## src/rtl/pc_pkg.sv

```systemverilog
// Shared types and constants for the SAP-2 program counter with return stack.
package pc_pkg;

  // One PC operation is selected per cycle by the priority encoder.
  typedef enum logic [2:0] {
    PC_HOLD,
    PC_INC,
    PC_BRANCH,
    PC_LOAD,
    PC_CALL,
    PC_RET
  } pc_op_t;

  localparam int unsigned PC_RESET_VECTOR = 0;

endpackage

```

## src/rtl/return_stack.sv

```systemverilog
// LIFO of return addresses. Push is ignored when full and pop when empty;
// top_data is read from registered state at entry count-1.
module return_stack #(
  parameter int unsigned ADDR_WIDTH  = 16,
  parameter int unsigned STACK_DEPTH = 8
) (
  input  logic                          clk,
  input  logic                          reset,
  input  logic                          push,
  input  logic                          pop,
  input  logic [ADDR_WIDTH-1:0]         push_data,
  output logic [ADDR_WIDTH-1:0]         top_data,
  output logic [$clog2(STACK_DEPTH):0]  count,
  output logic                          full,
  output logic                          empty
);

  localparam int unsigned PtrW = $clog2(STACK_DEPTH);

  logic [PtrW:0]           count_q, count_d;
  logic [ADDR_WIDTH-1:0]   mem_q [STACK_DEPTH];
  logic [PtrW-1:0]         top_idx;
  logic                    do_push, do_pop;

  assign full    = (count_q == (PtrW+1)'(STACK_DEPTH));
  assign empty   = (count_q == '0);
  assign do_push = push && !full;
  assign do_pop  = pop && !empty && !do_push;
  // Wraps to the last slot when empty; top_data is then a don't-care.
  assign top_idx  = count_q[PtrW-1:0] - PtrW'(1);
  assign top_data = mem_q[top_idx];
  assign count    = count_q;

  // Next occupancy.
  always_comb begin
    count_d = count_q;
    if (do_push) begin
      count_d = count_q + (PtrW+1)'(1);
    end else if (do_pop) begin
      count_d = count_q - (PtrW+1)'(1);
    end
  end

  // Occupancy register with synchronous reset.
  always_ff @(posedge clk) begin
    if (reset) begin
      count_q <= '0;
    end else begin
      count_q <= count_d;
    end
  end

  // Storage is not cleared on reset; only the occupancy matters.
  always_ff @(posedge clk) begin
    if (do_push && !reset) begin
      mem_q[count_q[PtrW-1:0]] <= push_data;
    end
  end

endmodule

```

## src/rtl/program_counter_stack.sv

```systemverilog
// SAP-2 program counter: increment, absolute load, signed relative branch,
// and call/return through a hardware return stack with sticky error flags.
module program_counter_stack
  import pc_pkg::*;
#(
  parameter int unsigned ADDR_WIDTH   = 16,
  parameter int unsigned OFFSET_WIDTH = 8,
  parameter int unsigned STACK_DEPTH  = 8
) (
  input  logic                          clk,
  input  logic                          reset,
  input  logic                          enable,
  input  logic                          load,
  input  logic [ADDR_WIDTH-1:0]         load_addr,
  input  logic                          branch,
  input  logic [OFFSET_WIDTH-1:0]       branch_offset,
  input  logic                          call,
  input  logic                          ret,
  output logic [ADDR_WIDTH-1:0]         counter_out,
  output logic [$clog2(STACK_DEPTH):0]  stack_count,
  output logic                          stack_full,
  output logic                          stack_empty,
  output logic                          stack_overflow,
  output logic                          stack_underflow
);

  pc_op_t                 op;
  logic [ADDR_WIDTH-1:0]  pc_q, pc_d;
  logic [ADDR_WIDTH-1:0]  branch_ext;
  logic [ADDR_WIDTH-1:0]  top_data;
  logic                   ovf_q, ovf_d;
  logic                   udf_q, udf_d;
  logic                   push, pop;
  logic                   full, empty;

  // Sizing cast of a signed value sign-extends the offset to address width.
  assign branch_ext = ADDR_WIDTH'($signed(branch_offset));

  // Reduce the request lines to one operation, ret highest.
  always_comb begin
    op = PC_HOLD;
    if (ret) begin
      op = PC_RET;
    end else if (call) begin
      op = PC_CALL;
    end else if (load) begin
      op = PC_LOAD;
    end else if (branch) begin
      op = PC_BRANCH;
    end else if (enable) begin
      op = PC_INC;
    end
  end

  // Next PC, stack control and sticky flag updates for the selected op.
  always_comb begin
    pc_d  = pc_q;
    ovf_d = ovf_q;
    udf_d = udf_q;
    push  = 1'b0;
    pop   = 1'b0;
    unique case (op)
      PC_INC:    pc_d = pc_q + ADDR_WIDTH'(1);
      PC_BRANCH: pc_d = pc_q + branch_ext;
      PC_LOAD:   pc_d = load_addr;
      PC_CALL: begin
        if (full) begin
          ovf_d = 1'b1;
        end else begin
          push = 1'b1;
          pc_d = load_addr;
        end
      end
      PC_RET: begin
        if (empty) begin
          udf_d = 1'b1;
        end else begin
          pop  = 1'b1;
          pc_d = top_data;
        end
      end
      default: ;
    endcase
  end

  // PC and sticky flag registers with synchronous reset.
  always_ff @(posedge clk) begin
    if (reset) begin
      pc_q  <= ADDR_WIDTH'(PC_RESET_VECTOR);
      ovf_q <= 1'b0;
      udf_q <= 1'b0;
    end else begin
      pc_q  <= pc_d;
      ovf_q <= ovf_d;
      udf_q <= udf_d;
    end
  end

  return_stack #(
    .ADDR_WIDTH  (ADDR_WIDTH),
    .STACK_DEPTH (STACK_DEPTH)
  ) u_return_stack (
    .clk       (clk),
    .reset     (reset),
    .push      (push),
    .pop       (pop),
    .push_data (pc_q),
    .top_data  (top_data),
    .count     (stack_count),
    .full      (full),
    .empty     (empty)
  );

  assign counter_out     = pc_q;
  assign stack_full      = full;
  assign stack_empty     = empty;
  assign stack_overflow  = ovf_q;
  assign stack_underflow = udf_q;

endmodule

```

## config.mk

```make
export PLATFORM = sky130hd
export DESIGN_NAME = program_counter_stack
export DESIGN_NICKNAME = d
export VERILOG_FILES = /design/src/rtl/pc_pkg.sv /design/src/rtl/return_stack.sv /design/src/rtl/program_counter_stack.sv
export SDC_FILE = /design/constraint.sdc
export NUM_CORES = 1
export LEC_CHECK = 0
export CAP_MARGIN = 20
export CORE_ASPECT_RATIO = 0.6
export CORE_MARGIN = 2
export CORE_UTILIZATION = 53
export DETAILED_ROUTE_END_ITERATION = 8
export PLACE_DENSITY = 0.77
export SETUP_SLACK_MARGIN = 0.1
export SYNTH_ARGS = -nofsm -noshare
export SYNTH_HDL_FRONTEND = slang
export SYNTH_SLANG_ARGS = --single-unit
```

## constraint.sdc

```tcl
create_clock -name clk -period 3.95 [get_ports clk]
set_input_delay 0.395 -clock clk [delete_from_list [all_inputs] [get_ports clk]]
set_output_delay 0.395 -clock clk [all_outputs]
set_load 0.005 [all_outputs]
```

Word-level counts from Yosys, hierarchy flattened
Memory sizes are Yosys's and may differ from the RTL's.
Cells that the tools add are included.

storage, ports and cells
  register bits = 22
  memory bits (writable) = 128
  word-level logic and storage cells = 48
  memories kept = 1

cells by class
  add/sub/neg operators = 5
  equality and inequality tests = 8
  mux-type cells = 16
  reduce and logical (&&, ||, !) cells = 14

memories
  memory                depth  bits a word  rd ports  clocked after memory_dff  write ports  RTL line            text
  u_return_stack.mem_q  8      16           1         0                         1            return_stack.sv:21  logic [ADDR_WIDTH-1:0] mem_q [STACK_DEPTH];

operators by type and width
  kind                     number
  $pmux W16 S5             1
  $mux W16                 2
  $add A16 B1 Y16 const B  1
  $add A16 B16 Y16         1
  $mux W4                  2
  $mux W1                  7
  $eq A3 B2 Y1 const B     2
  $eq A3 B3 Y1 const B     2
  $mux W3                  2
  $reduce_bool A5 Y1       1
  $add A4 B1 Y4 const B    1
  $eq A4 B4 Y1 const B     1
  $logic_and A1 B1 Y1      4
  $logic_not A1 Y1         4
  $logic_not A4 Y1         1
  $mux W2                  2
  $ne A2 B2 Y1 const B     2
  $reduce_and A2 Y1        2
  $sub A4 B1 Y4 const B    1
  $eq A3 B1 Y1 const B     1
  $reduce_and A3 Y1        1
  $sub A3 B1 Y3 const B    1
  $reduce_bool A2 Y1       1

Depth between registers and ports, before layout
  depth in word-level cells = 12
  depth in mapped cells = 13
  gate-level depth less buffers = 10

Hierarchy
A second synthesis with hierarchy kept.

second synthesis, totals
  cells, all modules = 493
  area total of the unflattened synthesis = 7105.6 µm²

by module, submodules not included
  module                 instances  cells an instance  area an instance (µm²)  sequential area each (µm²)
  return_stack           1          235                5201.2                  3923.8
  program_counter_stack  1          258                1904.3                  360.3

Worst setup path before layout
OpenSTA, ideal clock, no wires.

  path kind = flip-flop to flip-flop
  from = register u_return_stack.count_q[0], in the netlist u_return_stack.count[0]
  to = memory u_return_stack.mem_q[1][0], enable pin
  setup time = 409 ps
  data arrival time = 3510 ps
  required time = 3541 ps
  slack = 31 ps
  cell stages (with the launch flop) = 12
  period minus slack after synthesis = 3919 ps
  cells stage by stage = dfxtp_1 -> buf_2 -> buf_2 -> buf_2 -> inv_1 -> ha_1 -> nor2b_1 -> and2_1 -> nand2b_1 -> nor2_1 -> nand2_1 -> nor3_1

between the ends
  longest elaborated chain between the ends = 7
  elaborated cells between the ends (all ways) = 8
  those cells by class = eq/ne: 1; mux: 4; reduce/logical: 3

RTL lines
  what                               RTL line                     text
  start: declaration                 return_stack.sv:20           logic [PtrW:0] count_q, count_d;
  start signal: assignment           return_stack.sv:49           count_q <= count_d;
  $eq A4 B4 Y1 (*)                   return_stack.sv:25           assign full = (count_q == (PtrW+1)'(STACK_DEPTH));
  named net stack_full               program_counter_stack.sv:21  output logic stack_full,
  $mux W1                            program_counter_stack.sv:67  if (full) begin
  $mux W1                            program_counter_stack.sv:62  unique case (op)
  $logic_and A1 B1 Y1 (*)            return_stack.sv:27           assign do_push = push && !full;
  $logic_and A1 B1 Y1 (*)            return_stack.sv:55           if (do_push && !reset) begin
  $mux W1 (*)                        return_stack.sv:55
  $mux W1 (implied by the code) (*)  return_stack.sv:56           mem_q[count_q[PtrW-1:0]] <= push_data;
  end: declaration                   return_stack.sv:21

Mark *: on every way through the listed nets, which the timed path passes. The rest lies on a longest branch.

Worst setup path after layout
  from = input branch
  to = register pc_q[12], in the netlist counter_out[12]

between the ends
  longest elaborated chain between the ends = 7
  elaborated cells between the ends (all ways) = 14
  those cells by class = eq/ne: 7; mux: 5; reduce/logical: 2

RTL lines
  what                                                                 RTL line                     text
  start: declaration                                                   program_counter_stack.sv:15  input logic branch,
  $mux W2 (*)                                                          program_counter_stack.sv:48  end else if (branch) begin
  $mux W2 (*)                                                          program_counter_stack.sv:46  end else if (load) begin
  $mux W3 (*)                                                          program_counter_stack.sv:44  end else if (call) begin
  $mux W3 (*)                                                          program_counter_stack.sv:42  if (ret) begin
  $eq A3 B3 Y1, or another cell as far along                           program_counter_stack.sv:62
  $reduce_bool A5 Y1 (no line) / $ne A2 B2 Y1 (equally long branches)  -
  $reduce_and A3 Y1 (no line)                                          -
  end signal: assignment                                               program_counter_stack.sv:89  pc_q <= ADDR_WIDTH'(PC_RESET_VECTOR);
  end signal: assignment                                               program_counter_stack.sv:93  pc_q <= pc_d;
  end: declaration                                                     program_counter_stack.sv:28  logic [ADDR_WIDTH-1:0] pc_q, pc_d;

Every way passes the cells marked *; elsewhere a longest branch is shown, timed or not.
A chain may end at the register's enable or synchronous reset.

==> implementation parameters <==
Parameter                              Value

Status
  Status ... completed

Route
  Detailed Routing Iterations Pass 1 ... 5
  Total vias in the final route ... 4517
  Violation count after the first detailed-route iteration ... 446
  Detailed-route DRC error count ... 0
  Vias per cell ... 6.34
  Total routed wirelength ... 16900 microns
  Number of nets still failing antenna checks after routing ... 0
  WL/cell ... 23.7 microns

Setup path
  Biggest cell delay along the critical path ... 0.55 ns
  End point of the critical path ... counter_out[12]$_SDFFE_PP0P_
  Worst setup path start ... branch
  Cell count of the worst reg-to-reg path ... 9
  Flop2flop setup slack ... 0.81 ns
  CP Depth ... 11
  Family with the most delay on the worst path ... compound AO/OA/AOI/OAI gates
  Arrival time at the worst endpoint ... 3.66 ns
  Worst Path Max Fanout ... 4
  Source of the worst register-to-register timing path ... u_return_stack.count[1]$_SDFFE_PP0P_
  Type of the setup path with the least slack ... in2reg
  Ordered cell list for the critical path ... clkdlybuf4s50_1 > nor4b_2 > nand2b_1 > ha_1 > fa_1 > a211o_1 > a21o_1 > a21oi_1 > o31ai_1 > nor4b_1 > o41a_1
  Kind of capture point of the worst setup path ... register
  Startpoint kind of the worst setup timing path ... primary input
  Cell with the largest stage delay on the worst path ... clkdlybuf4s50_1
  Critical register-to-register path endpoint ... u_return_stack.mem_q[1][14]$_DFFE_PP_
  Number of buffers and inverters on the critical path ... 1
  Data required time of the critical path ... 4.25 ns

Run
  Number of max-cap violations ... 0

CTS
  Hold-fix buffers at CTS ... 0
  Buffer levels on the longest clock path ... 2
  H-tree levels ... 4
  Insertion delay of the later-clocked pin in the worst-skew pair ... 0.42 ns
  TritonCTS Sinks ... 150
  Setup bufs post-CTS ... 0
  Root Buffer Master ... clkbuf_16
  Clock slew seen by the registers of the worst setup and hold paths ... 0.06 ns
  TritonCTS buffer count ... 17
  CTS resizes ... 0
  Clock tree from TritonCTS ... yes

STA
  Rel. slew slack ... 43.2%
  Final setup viols ... 0
  Number of pins with negative max-slew slack in the final report ... 0
  Post-route clock period utilization ... 84.9%
  Post-layout minimum cycle time ... 3.35 ns
  Setup repair after global routing missed its margin ... no
  WHS ... 0.465 ns
  Post-Route Skew ... 0.0105 ns
  Count of endpoints failing hold in the final timing report ... 0
  F_max ... 298 MHz
  Setup TNS Final ... 0 ns
  Actual transition at the worst max-transition pin ... 0.851 ns

Final layout
  Number of antenna diodes ... 0
  Core Util, Final ... 65.3%
  Final layout net count ... 574
  Area taken by multi-input logic gates ... 0.00250 sq mm
  Final instance count without filler cells ... 713
  Filler cell count in the final layout ... 877
  Fraction of layout cells with a size suffix above 1 ... 21.7%
  Sequential cell area ... 0.00429 sq mm
  Area growth from synthesis to layout ... 20.6%

Logic synthesis
  Area share of the leading cell type in the synthesized netlist ... 55.6%
  Share of the yosys chip area belonging to registers ... 62.0%
  Yosys top cell by area ... edfxtp_1
  Number of synthesis warnings ... 0
  Post-Syn Area per Cell ... 15.1 sq um
  Flop and latch count out of synthesis ... 150
  Largest cells by area after synthesis ... edfxtp_1 (56%), mux4_2 (11%), dfxtp_1 (6.4%)
  Number of flops mapped to enable cells by yosys ... 128
  Instance count of the mapped netlist ... 458
  Predominant post-synthesis flop cell ... edfxtp_1
  Area of the mapped netlist ... 0.00691 sq mm
  Count of different cell masters after synthesis ... 63
  Post-Syn Nets ... 502
  FFs w/ async S/R, synth ... 0%

Power
  Cell Pwr Density ... 740 mW/mm^2
  Post-layout power ... 6.17 mW
  Worst supply voltage drop on vdd ... 0.000345 V
  LEAKAGE ... 2.84 nW

Floorplanning
  # rows ... 32
  DIE HEIGHT ... 92.5 microns
  DIE WIDTH ... 151 microns
  Area of the core ... 0.0128 sq mm
  IO Pins ... 55
  Total die area ... 0.0140 sq mm
  Starting Density ... 54.1%

Global route
  Antenna violations before repair ... 0
  Met2 demand-to-capacity share in global routing ... 39.3%
  Overall overflow remaining after global route ... 0
  Most utilized layer in the global route result ... met2
  Met1 track demand over resource ... 37.4%
  All-layer global routing usage ... 25.8%
  Maximum number of pins on one net before global-route repair ... 37
  Met3 capacity usage during global routing ... 6.40%
  Global-route wire length before repair ... 26100 microns
  Via count of the first global-routing pass ... 4481

Placed design
  Weighted congestion at the end of routability-driven global placement ... 0.903
  Placed cells ... 681
  Number of port buffers ... 54
  Detailed-placement wirelength estimate ... 11200 microns

Min path
  Worst min path class ... reg2reg
-- cell usage in the layout (no fill, tap or decap), types with 8 or more instances in the layout --
cell,instances
a21o_1,9
a21oi_1,21
and2_1,8
buf_4,23
clkbuf_16,17
clkdlybuf4s50_1,54
dfxtp_1,21
edfxtp_1,128
ha_1,11
inv_1,10
mux2_2,17
mux4_2,33
nand2_1,22
nor2_1,27
o21ai_0,15
-- flip-flops by register name, indices dropped and copies added, names as in the netlist --
register	flops
counter_out	16
stack_overflow	1
stack_underflow	1
u_return_stack.count	4
u_return_stack.mem_q	128
-- per-stage QoR --
| stage | area [sq um] | setup slack [ns] |
|---|---|---|
| floorplan | 6920 | 0.456 |
| global placement | 7750 | 0.271 |
| detailed placement | 7750 | 0.222 |
| CTS | 8340 | 0.646 |
| global route | 8340 | 0.404 |
| finish | 8340 | 0.597 |
-- worst min-delay path, cell delays in order (launching register included) --
cell	delay, ns
dfxtp_1	0.32
a21oi_1	0.04
nor2_1	0.06
-- layout make-up --
type / count / area share [%]
Multi-Input combinational cell: 274 / 30.0
Clock buffer: 20 / 5.23
Inverter: 10 / 0.450
Timing Repair Buffer: 77 / 8.55
Sequential cell: 150 / 51.4
Tap cell: 170 / 2.55
Clock inverter: 12 / 1.84
-- metal layers --
metal | share of wire (%) | up-vias
li1 | - | 1983
met1 | 44 | 2244
met2 | 45 | 266
met3 | 9.6 | 24
met4 | 1.1 | 0
met5 | 0 | -
-- logic make-up (layout without fill, tap and decap cells) --
kind of cell,Yosys count,in the layout,synth area share (%)
AO/OA/AOI/OAI,104,104,11.1
XOR/XNOR,10,10,1.27
adder cells (fa/ha/maj),13,13,2.57
buffers and inverters,34,119,2.21
flip-flops,150,150,62.0
multiplexers,53,53,14.0
AND/OR/NAND/NOR,94,94,6.89
-- cells in the mapped netlist, drive strengths merged, types with 8 or more instances --
master and instances:
a21oi 22, dfxtp 22, ha 11, nor2 27
edfxtp 128, mux4 33, nand2 23, mux2 17
o21ai 16, a21o 9, nor3 8, inv 10
clkbuf 13, and2 8, buf 11
-- worst min path at each step --
stage                                 start                      endpoint  cells after the start
2_1_floorplan   stack_overflow$_SDFFE_PP0P_   stack_overflow$_SDFFE_PP0P_                      2
3_3_place_gp   stack_underflow$_SDFFE_PP0P_  stack_underflow$_SDFFE_PP0P_                      2
3_5_place_dp   stack_underflow$_SDFFE_PP0P_  stack_underflow$_SDFFE_PP0P_                      2
4_1_cts        stack_underflow$_SDFFE_PP0P_  stack_underflow$_SDFFE_PP0P_                      2
5_1_grt         stack_overflow$_SDFFE_PP0P_   stack_overflow$_SDFFE_PP0P_                      2
6_report       stack_underflow$_SDFFE_PP0P_  stack_underflow$_SDFFE_PP0P_                      2
-- report_power, final --
group          internal, mW  switching [mW]
Sequential             2.02           0.339
Clock                 0.992           0.624
Combinational          1.16            1.04
Note: power is estimated with default switching activity, not from simulation.
